===== src/rtl/aia_csr_resp_if.sv =====
// aia_csr_resp_if: CSR request/response channel between a requester and the AIA responder
interface aia_csr_resp_if #(
  parameter int ADDR_WIDTH = 32,
  parameter int REG_WIDTH  = 32
);
  logic [ADDR_WIDTH-1:0] aia_addr;
  logic [4:0]            aia_csr_imm;
  logic [REG_WIDTH-1:0]  aia_rs1_val;
  logic [2:0]            aia_funct3;
  logic [1:0]            aia_reg_op;
  logic                  aia_reg_en;
  logic                  aia_rrsp;
  logic [ADDR_WIDTH-1:0] aia_rdata;
  logic                  aia_rvalid;
  logic [2:0]            aia_act_rsp;
  modport master (
    output aia_addr, aia_csr_imm, aia_rs1_val, aia_funct3, aia_reg_op, aia_reg_en, aia_rrsp,
    input  aia_rdata, aia_rvalid, aia_act_rsp
  );
  modport slave (
    input  aia_addr, aia_csr_imm, aia_rs1_val, aia_funct3, aia_reg_op, aia_reg_en, aia_rrsp,
    output aia_rdata, aia_rvalid, aia_act_rsp
  );
endinterface


===== src/rtl/aia_csr_resp.sv =====
// aia_csr_resp: AIA IMSIC-style CSR responder (miselect/mireg/mtopei) with a held response and meip output
module aia_csr_resp #(
  parameter int ADDR_WIDTH = 32,
  parameter int REG_WIDTH  = 32
) (
  input  logic                clk,
  input  logic                rst,
  aia_csr_resp_if.slave       bus,
  input  logic [63:0]         ext_irq_set,
  output logic                meip
);
  typedef enum logic {IDLE, RESP} state_t;
  state_t state_q, state_d;
  logic [7:0]  misel_q, misel_d;
  logic        dlv_q, dlv_d;
  logic [5:0]  thr_q, thr_d;
  logic [63:0] eip_q, eip_d, eie_q, eie_d;
  logic [31:0] rdata_q, rdata_d;
  logic [2:0]  act_q, act_d;
  logic [5:0]  top;
  logic [31:0] src, old, newv, mtopei;
  logic        is_sel, is_ireg, is_top, sel_ok, bad_f3, exc, accept, we;
  always_comb begin
    top = '0;
    for (int i = 63; i >= 1; i--)
      if (eip_q[i] && eie_q[i] && (thr_q == '0 || 6'(i) < thr_q)) top = 6'(i);
    if (!dlv_q) top = '0;
  end
  assign mtopei = {5'b0, 11'(top), 5'b0, 11'(top)};
  assign meip   = top != '0;
  always_comb begin
    src     = 32'(bus.aia_funct3[2] ? REG_WIDTH'(bus.aia_csr_imm) : bus.aia_rs1_val);
    is_sel  = bus.aia_addr == ADDR_WIDTH'(12'h350);
    is_ireg = bus.aia_addr == ADDR_WIDTH'(12'h351);
    is_top  = bus.aia_addr == ADDR_WIDTH'(12'h35C);
    sel_ok  = misel_q inside {8'h70, 8'h72, 8'h80, 8'h81, 8'hC0, 8'hC1};
    bad_f3  = bus.aia_funct3[1:0] == 2'b00;
    exc     = bad_f3 || !(is_sel || is_top || (is_ireg && sel_ok));
    old     = is_sel ? {24'b0, misel_q} : is_top ? mtopei :
              misel_q == 8'h70 ? {31'b0, dlv_q} : misel_q == 8'h72 ? {26'b0, thr_q} :
              misel_q == 8'h80 ? eip_q[31:0] : misel_q == 8'h81 ? eip_q[63:32] :
              misel_q == 8'hC0 ? eie_q[31:0] : eie_q[63:32];
    newv    = bus.aia_funct3[1:0] == 2'b01 ? src : bus.aia_funct3[1:0] == 2'b10 ? old | src : old & ~src;
    accept  = state_q == IDLE && bus.aia_reg_en;
    we      = accept && bus.aia_reg_op[0] && !exc;
    state_d = accept ? RESP : (state_q == RESP && bus.aia_rrsp) ? IDLE : state_q;
    misel_d = misel_q;
    dlv_d   = dlv_q;
    thr_d   = thr_q;
    eip_d   = eip_q;
    eie_d   = eie_q;
    if (we && is_sel) misel_d = newv[7:0];
    if (we && is_ireg && misel_q == 8'h70) dlv_d = newv[0];
    if (we && is_ireg && misel_q == 8'h72) thr_d = newv[5:0];
    if (we && is_ireg && misel_q == 8'h80) eip_d[31:0] = {newv[31:1], 1'b0};
    if (we && is_ireg && misel_q == 8'h81) eip_d[63:32] = newv;
    if (we && is_ireg && misel_q == 8'hC0) eie_d[31:0] = {newv[31:1], 1'b0};
    if (we && is_ireg && misel_q == 8'hC1) eie_d[63:32] = newv;
    if (we && is_top) eip_d[top] = 1'b0;
    // external sets land after CSR writes so a coincident set beats a clear
    eip_d   = eip_d | (ext_irq_set & ~64'h1);
    rdata_d = accept ? ((bus.aia_reg_op[1] && !exc) ? old : 32'h0) : rdata_q;
    act_d   = accept ? (exc ? {1'b1, bad_f3 ? 2'b11 : 2'b01} : 3'b000) : act_q;
  end
  always_ff @(posedge clk or posedge rst) begin
    if (rst) begin
      state_q <= IDLE;
      misel_q <= '0;
      dlv_q   <= 1'b0;
      thr_q   <= '0;
      eip_q   <= '0;
      eie_q   <= '0;
      rdata_q <= '0;
      act_q   <= '0;
    end else begin
      state_q <= state_d;
      misel_q <= misel_d;
      dlv_q   <= dlv_d;
      thr_q   <= thr_d;
      eip_q   <= eip_d;
      eie_q   <= eie_d;
      rdata_q <= rdata_d;
      act_q   <= act_d;
    end
  end
  assign bus.aia_rvalid  = state_q == RESP;
  assign bus.aia_rdata   = bus.aia_rvalid ? ADDR_WIDTH'(rdata_q) : '0;
  assign bus.aia_act_rsp = bus.aia_rvalid ? act_q : 3'b000;
endmodule


===== src/flat_wrapper.sv =====
// flat-port wrapper written by rule: the top's interface ports become plain ports
module aia_csr_resp_flat 
#(
  parameter int ADDR_WIDTH = 32,
  parameter int REG_WIDTH  = 32
)
  (clk, rst, ext_irq_set, meip, bus_aia_addr, bus_aia_csr_imm, bus_aia_rs1_val, bus_aia_funct3, bus_aia_reg_op, bus_aia_reg_en, bus_aia_rrsp, bus_aia_rdata, bus_aia_rvalid, bus_aia_act_rsp);
  aia_csr_resp_if #(.ADDR_WIDTH(ADDR_WIDTH), .REG_WIDTH(REG_WIDTH)) bus_i ();
  input  logic clk;
  input  logic rst;
  input  logic [63:0] ext_irq_set;
  output logic meip;
  input wire logic [$bits(bus_i.aia_addr)-1:0] bus_aia_addr;
  input wire logic [$bits(bus_i.aia_csr_imm)-1:0] bus_aia_csr_imm;
  input wire logic [$bits(bus_i.aia_rs1_val)-1:0] bus_aia_rs1_val;
  input wire logic [$bits(bus_i.aia_funct3)-1:0] bus_aia_funct3;
  input wire logic [$bits(bus_i.aia_reg_op)-1:0] bus_aia_reg_op;
  input wire logic [$bits(bus_i.aia_reg_en)-1:0] bus_aia_reg_en;
  input wire logic [$bits(bus_i.aia_rrsp)-1:0] bus_aia_rrsp;
  output wire logic [$bits(bus_i.aia_rdata)-1:0] bus_aia_rdata;
  output wire logic [$bits(bus_i.aia_rvalid)-1:0] bus_aia_rvalid;
  output wire logic [$bits(bus_i.aia_act_rsp)-1:0] bus_aia_act_rsp;
  assign bus_i.aia_addr = bus_aia_addr;
  assign bus_i.aia_csr_imm = bus_aia_csr_imm;
  assign bus_i.aia_rs1_val = bus_aia_rs1_val;
  assign bus_i.aia_funct3 = bus_aia_funct3;
  assign bus_i.aia_reg_op = bus_aia_reg_op;
  assign bus_i.aia_reg_en = bus_aia_reg_en;
  assign bus_i.aia_rrsp = bus_aia_rrsp;
  assign bus_aia_rdata = bus_i.aia_rdata;
  assign bus_aia_rvalid = bus_i.aia_rvalid;
  assign bus_aia_act_rsp = bus_i.aia_act_rsp;
  aia_csr_resp #(.ADDR_WIDTH(ADDR_WIDTH), .REG_WIDTH(REG_WIDTH)) u_core (.clk(clk), .rst(rst), .bus(bus_i), .ext_irq_set(ext_irq_set), .meip(meip));
endmodule

===== config.mk =====
export PLATFORM = sky130hd
export DESIGN_NAME = aia_csr_resp_flat
export DESIGN_NICKNAME = d
export VERILOG_FILES = /design/src/rtl/aia_csr_resp_if.sv /design/src/rtl/aia_csr_resp.sv /design/src/flat_wrapper.sv
export SDC_FILE = /design/constraint.sdc
export NUM_CORES = 1
export LEC_CHECK = 0
export CAP_MARGIN = 25
export CORE_MARGIN = 4
export CORE_UTILIZATION = 45
export CTS_CLUSTER_DIAMETER = 60
export DETAILED_ROUTE_END_ITERATION = 12
export DONT_BUFFER_PORTS = 1
export GPL_TIMING_DRIVEN = 0
export HOLD_SLACK_MARGIN = 0.15
export PLACE_DENSITY = 0.63
export SYNTH_ARGS = -nofsm -noshare
export SYNTH_HDL_FRONTEND = slang
export SYNTH_SLANG_ARGS = --single-unit
export TNS_END_PERCENT = 10

===== constraint.sdc =====
create_clock -name clk -period 11.4 [get_ports clk]
set_input_delay 1.14 -clock clk [delete_from_list [all_inputs] [get_ports clk]]
set_output_delay 1.14 -clock clk [all_outputs]
set_load 0.05 [all_outputs]

==> impl_metrics.csv, run 1 <==
group,metric,value,unit
sta,final_hold_viol_count,0,
setup_path,startpoint,"u_core.thr_q[0]",
setup_path,worstSetupPathDepth,11,
floorplan,ioPinCount,179,
setup_path,critical_path.top_delay_family,"compound AO/OA/AOI/OAI gates",
drt,finalWirelength,55600,um
logic_synthesis,synthArstFlopShare,1.00,
clocking,ctsHoldBuffers,0,
sta,max_freq,177,MHz
setup_path,cp_num_buf_inv,2,
sta,setup_tns,0,ns
setup_path,critPathLaunchType,"flip-flop",
setup_path,r2r_start,"u_core.misel_q[6]",
logic_synthesis,syn_area,0.0130,mm^2
power,leakage,5.76,nW
logic_synthesis,synth.avg_cell_area,8.73,um^2
setup_path,path_cells,"buf_6, clkbuf_1, a21o_1, a21oi_1, o32ai_2, a211oi_1, o31ai_1, a311oi_1, or4_4, nand3_4, nand3b_1",
global_routing,antenna_found_initial,3,
drt,viasPerCell,6.68,
placed_design,place_congestion,0.993,
floorplan,dieArea,0.0317,mm^2
setup_path,critical_path_class,"flip-flop to output port",
setup_path,reg2reg_slack,6.62,ns
floorplan,start_util,0.455,
drt,ant_nets,0,
setup_path,crit_path_end,"meip",
sta,finClkSkew,0.0205,ns
setup_path,cp_data_arrival_time,4.51,ns
logic_synthesis,synth_top_area_cell,"dfrtp_1",
drt,dr.pass1.iters,6,
drt,drcViolationCount,0,
setup_path,rr_endpoint,"u_core.eip_q[29]",
clocking,cts_setup_buffers,0,
logic_synthesis,synthCells,1492,
floorplan,die_height,178,um
floorplan,core,0.0286,mm^2
power,p_per_area,93.5,mW/mm^2
outcome,outcome,"finished clean",
layout,nets,1656,
setup_path,crit_path_end_kind,"output port",
floorplan,fp.dieW,178,um
setup_path,required,10.26,ns
logic_synthesis,ys_seq_area_frac,0.340,
global_routing,grt_overflow,0,
min_path,hold_path.class,"flip-flop to flip-flop",
logic_synthesis,synth-edff-count,0,
logic_synthesis,ys_ff_latch,177,
placed_design,place_hpwl,44000,um
placed_design,port_buffers,0,
clocking,cts_buffer_depth,2,
clocking,cts-root-buf,"clkbuf_16",
global_routing,grt_pass1_wl,80200,um
sta,post-route-min-period,5.65,ns
global_routing,grt_use_total,0.347,
power,ir_drop,99.5,uV
global_routing,grt_max_degree,129,
sta,slew_violations,0,
global_routing,first_global_vias,12300,
clocking,path_clk_slew,0.08,ns
clocking,cts_resized,0,
sta,setup_viol,0,
sta,tightest_slew,1.05,ns
setup_path,slowest_stage,"or4_4",
logic_synthesis,synthFlopType,"dfrtp_1",
setup_path,r2r_cells,12,
logic_synthesis,synth_area_leaders,"dfrtp_1 (34%), mux2_2 (6.5%), mux2i_1 (6.0%), nand2_1 (5.5%), a21oi_1 (4.0%)",
layout,final_util,0.494,
drt,vias,12800,
placed_design,postPlaceCellArea,0.0136,mm^2
drt,wl_per_cell,29.1,um
clocking,cts_made_buffers,17,
logic_synthesis,synth_nets,1634,
layout,synthToLayoutAreaGrowth,8.57,%
setup_path,crit_path_max_fanout,10,
sta,relSlewSlack,0.293,
job,cap_violations,0,
layout,n_fill_cell,2745,
logic_synthesis,yosysTopAreaCellShare,0.340,
logic_synthesis,synth.distinct_cells,103,
layout,drive_above_1_share,0.138,
clocking,cts_tree,"yes",
clocking,insertion_delay,0.46,ns
logic_synthesis,yosys_warnings,0,
drt,dr.first_iter.drc_count,1473,
layout,final_area,0.0141,mm^2
clocking,h-tree-depth,4,
floorplan,num_rows,62,
sta,rsz0062_at_grt,"no",
setup_path,cpPeakStageDelay,0.60,ns
sta,fin_crit_sh,0.495,
clocking,cts_sinks,177,
## per-layer routing
metal / routed length [um] / track usage
met5: 28 / 0
met4: 2600 / 0.143
met3: 5740 / 0.0916
met2: 25000 / 0.544
met1: 22200 / 0.454
## tightest hold or removal path, delay by kind of cell, from the launching register on
family	cells	cell delay (ns)
flip-flops	1	0.34
AND/OR/NAND/NOR	2	0.10
## power by group
| part | internal, mW | switching, mW |
|---|---|---|
| logic | 0.0246 | 0.0702 |
| clock network | 0.297 | 0.298 |
| registers | 0.628 | 0.00348 |
## sequential cells by signal, indices dropped and copies added, names as in the netlist
| register | count |
|---|---|
| u_core.thr_q | 6 |
| u_core.misel_q | 8 |
| u_core.bus.aia_rvalid | 1 |
| u_core.rdata_q | 32 |
| u_core.act_q | 2 |
| u_core.eie_q | 63 |
| u_core.eip_q | 64 |
| u_core.dlv_q | 1 |
## cell families (layout without fill, tap and decap cells)
kind of cell,Yosys count,after routing,share of synthesized area
mux,153,153,0.125
xor+xnor,32,32,0.0215
other cells,0,1,0
buf+inv,106,141,0.0422
compound gates,456,456,0.244
flops,177,177,0.340
simple gates,568,568,0.227
## worst min path at each step
stage | start | endpoint | cells after the start
floorplan | u_core.rdata_q[16] | u_core.rdata_q[16] | 2
global placement | u_core.rdata_q[17] | u_core.rdata_q[17] | 2
detailed placement | u_core.rdata_q[17] | u_core.rdata_q[17] | 2
CTS | u_core.rdata_q[17] | u_core.rdata_q[17] | 2
global route | u_core.rdata_q[1] | u_core.rdata_q[1] | 2
finish | u_core.rdata_q[17] | u_core.rdata_q[17] | 2
## metrics by stage
stage                     instances  setup slack (ns)  power (mW)  hold WS (ns)
after floorplan                1492              5.46       0.709         0.430
after global routing           1911              5.69        1.36         0.499
after detailed placement       1879              6.12       0.738         0.456
after global placement         1876              3.29       0.735         0.446
after CTS                      1911              5.87        1.32         0.474
final                          1912              5.75        1.32         0.470
## placed cells by master, fill, tap and decap left out, types with 15 or more instances in the layout
cell	Yosys	layout
buf_2	28	29
a21o_1	24	24
nor2_1	102	102
nand2b_1	31	31
or2_1	27	27
nor3_1	29	28
nand2_1	191	191
a21oi_1	104	104
clkbuf_16	0	17
dfrtp_1	177	177
a211oi_1	35	35
xor2_1	28	28
o211ai_1	15	15
nand3_1	24	24
o22ai_1	34	34
a31oi_1	15	15
o21ai_0	80	80
and2_1	49	49
o21bai_1	17	17
mux2i_1	78	78
clkbuf_1	46	46
mux2_2	75	75
## layout make-up
| class | count | area (um^2) | share of cell area |
|---|---|---|---|
| multi-input combinational | 1209 | 8050 | 0.569 |
| sequential | 177 | 4430 | 0.313 |
| buffer | 94 | 504 | 0.0357 |
| tap | 384 | 480 | 0.0340 |
| clock buffer | 18 | 439 | 0.0311 |
| clock inverter | 14 | 138 | 0.00974 |
| inverter | 12 | 52.6 | 0.00372 |
| timing repair buffer | 3 | 43.8 | 0.00310 |
| antenna | 1 | 2.50 | 0.000177 |
## cell usage after synthesis (28+ instances only)
cell type	number
nand2b_1	31
mux2i_1	78
nor2_1	102
nor3_1	29
and2_1	49
clkbuf_1	46
mux2_2	75
xor2_1	28
a211oi_1	35
o22ai_1	34
buf_2	28
a21oi_1	104
nand2_1	191
o21ai_0	80
dfrtp_1	177
No activity file was read; power rests on OpenSTA's default activity.
==> inputs of run 2 (changes only) <==
PLACE_DENSITY = 0.65   (was 0.63)
clock period = 4.5 ns   (was 11.4 ns; I/O delays follow)
==> impl_metrics.csv, run 2 (same netlist as run 1, synthesis figures left out) <==
group,metric,value,unit
outcome,outcome,"finished clean",
layout,multiInputGateArea,0.00831,mm^2
sta,setup_tns,0,ns
drt,dr.first_iter.drc_count,1611,
power,p_per_area,227,mW/mm^2
layout,n_fill_cell,2682,
layout,final_cell_count_no_fill,1979,
global_routing,antenna_found_initial,0,
global_routing,grt_pass1_wl,83900,um
setup_path,reg2reg_slack,0.14,ns
setup_path,required,4.05,ns
placed_design,place_congestion,1.02,
min_path,worstHoldStart,"ext_irq_set[51]",
layout,final_common_cell,"nand2_1",
global_routing,grt_overflow,0,
global_routing,grt_use_total,0.362,
layout,largest_reg_flops,64,
drt,dr.pass1.iters,6,
layout,diodes,0,
floorplan,core,0.0286,mm^2
drt,finalWirelength,57700,um
setup_path,critical_path_class,"flip-flop to output port",
clocking,cts_tree,"yes",
layout,area.sequential,0.00443,mm^2
layout,top_regs,"u_core.eip_q (64), u_core.eie_q (63), u_core.rdata_q (32)",
floorplan,fp.dieW,178,um
floorplan,start_util,0.455,
drt,wl_per_cell,29.2,um
global_routing,first_global_vias,12700,
floorplan,die_height,178,um
layout,synthToLayoutAreaGrowth,16.0,%
global_routing,grt_max_degree,43,
setup_path,crit_path_end_kind,"output port",
floorplan,dieArea,0.0317,mm^2
clocking,h-tree-depth,4,
sta,hold_ws,0.159,ns
setup_path,crit_path_max_fanout,10,
sta,relSlewSlack,0.274,
sta,finClkSkew,0.0153,ns
sta,tightest_slew,1.08,ns
clocking,cts-root-buf,"clkbuf_16",
floorplan,num_rows,62,
min_path,min_delay_worst_endpoint,"u_core.eip_q[51]",
setup_path,cp_data_arrival_time,3.96,ns
layout,drive_above_1_share,0.169,
clocking,insertion_delay,0.46,ns
setup_path,rr_endpoint,"u_core.eip_q[27]",
sta,fin_crit_sh,0.979,
drt,drcViolationCount,0,
sta,final_hold_viol_count,0,
layout,nets,1724,
sta,post-route-min-period,4.41,ns
min_path,min_delay_path_depth,2,
sta,max_freq,227,MHz
placed_design,place_hpwl,45400,um
setup_path,critPathLaunchType,"flip-flop",
placed_design,port_buffers,0,
drt,vias,13200,
setup_path,r2r_cells,12,
power,leakage,6.12,nW
sta,setup_viol,0,
clocking,path_clk_slew,0.07,ns
floorplan,ioPinCount,179,
clocking,cts_made_buffers,17,
job,cap_violations,0,
power,power.total,3.43,mW
layout,final_cell_mix,"nand2_1 (189), dfrtp_1 (174), nor2_1 (98), a21oi_1 (98), mux2i_1 (78)",
placed_design,dp_cells,1881,
setup_path,r2r_start,"u_core.misel_q[6]",
clocking,cts_buffer_depth,2,
clocking,cts_sinks,177,
power,ir_drop,274,uV
drt,viasPerCell,6.68,
drt,ant_nets,0,
min_path,hold_path.class,"primary input to flip-flop",
sta,slew_violations,0,
layout,top_register,"u_core.eip_q",
## run 2: cell type report
class / count / area share
Buffer: 93 / 0.0347
Clock buffer: 17 / 0.0282
Clock inverter: 15 / 0.0111
Inverter: 12 / 0.00331
Multi-Input combinational cell: 1209 / 0.550
Sequential cell: 177 / 0.293
Tap cell: 384 / 0.0318
Timing Repair Buffer: 72 / 0.0478
## run 2: power by group
group / internal [mW] / switching, mW / leakage [nW]
logic: 0.0960 / 0.189 / 3.72
registers: 1.59 / 0.00912 / 2.11
clock network: 0.789 / 0.751 / 0.282
total: 2.48 / 0.949 / 6.12
## run 2: worst max path at each step
stage / endpoint / depth (start not counted) / start / slack [ns]
after floorplan: meip / 13 / u_core.thr_q[3] / 0.98
after global placement: u_core.eie_q[63] / 9 / bus_aia_addr[11] / -0.64
after detailed placement: meip / 9 / u_core.thr_q[5] / -0.13
after CTS: meip / 10 / u_core.thr_q[4] / 0.0004
after global routing: meip / 11 / u_core.thr_q[5] / -0.0005
final: meip / 10 / u_core.thr_q[3] / 0.09
## run 2: stage by stage
step	worst slack [ns]	util	area, um^2
2_1_floorplan	0.978	-	13000
3_3_place_gp	-0.644	0.472	13500
3_5_place_dp	-0.134	0.475	13600
4_1_cts	0.000400	0.521	14900
5_1_grt	-0.000505	0.528	15100
6_report	0.0925	0.528	15100
## run 2: metal layers
metal / vias to the layer above / wire [um] / track usage / share of wire
li1: 5705 / - / - / -
met1: 6577 / 24200 / 0.496 / 0.42
met2: 802 / 25700 / 0.554 / 0.45
met3: 134 / 4920 / 0.0678 / 0.085
met4: 0 / 2870 / 0.169 / 0.050
met5: - / 0 / 0 / 0
## run 2: worst max-delay path, cell delays in order, from the launching register on
cell      delay [ns]
dfrtp_1         0.40
buf_6           0.16
or3_1           0.41
o311a_1         0.34
o32ai_2         0.39
a21oi_1         0.09
o21ai_0         0.33
a311oi_4        0.19
or4_4           0.58
nand3_4         0.10
nand3b_1        0.51
## run 2: timing repair
action / 4_1_cts / 5_1_grt
endpoints found under the hold margin: 82 / 0
pin swaps: 9 / 8
buffers inserted: 9 / 7
gates resized for setup: 28 / 35
hold buffers: 51 / 0
endpoints found under the setup margin: 21 / 30
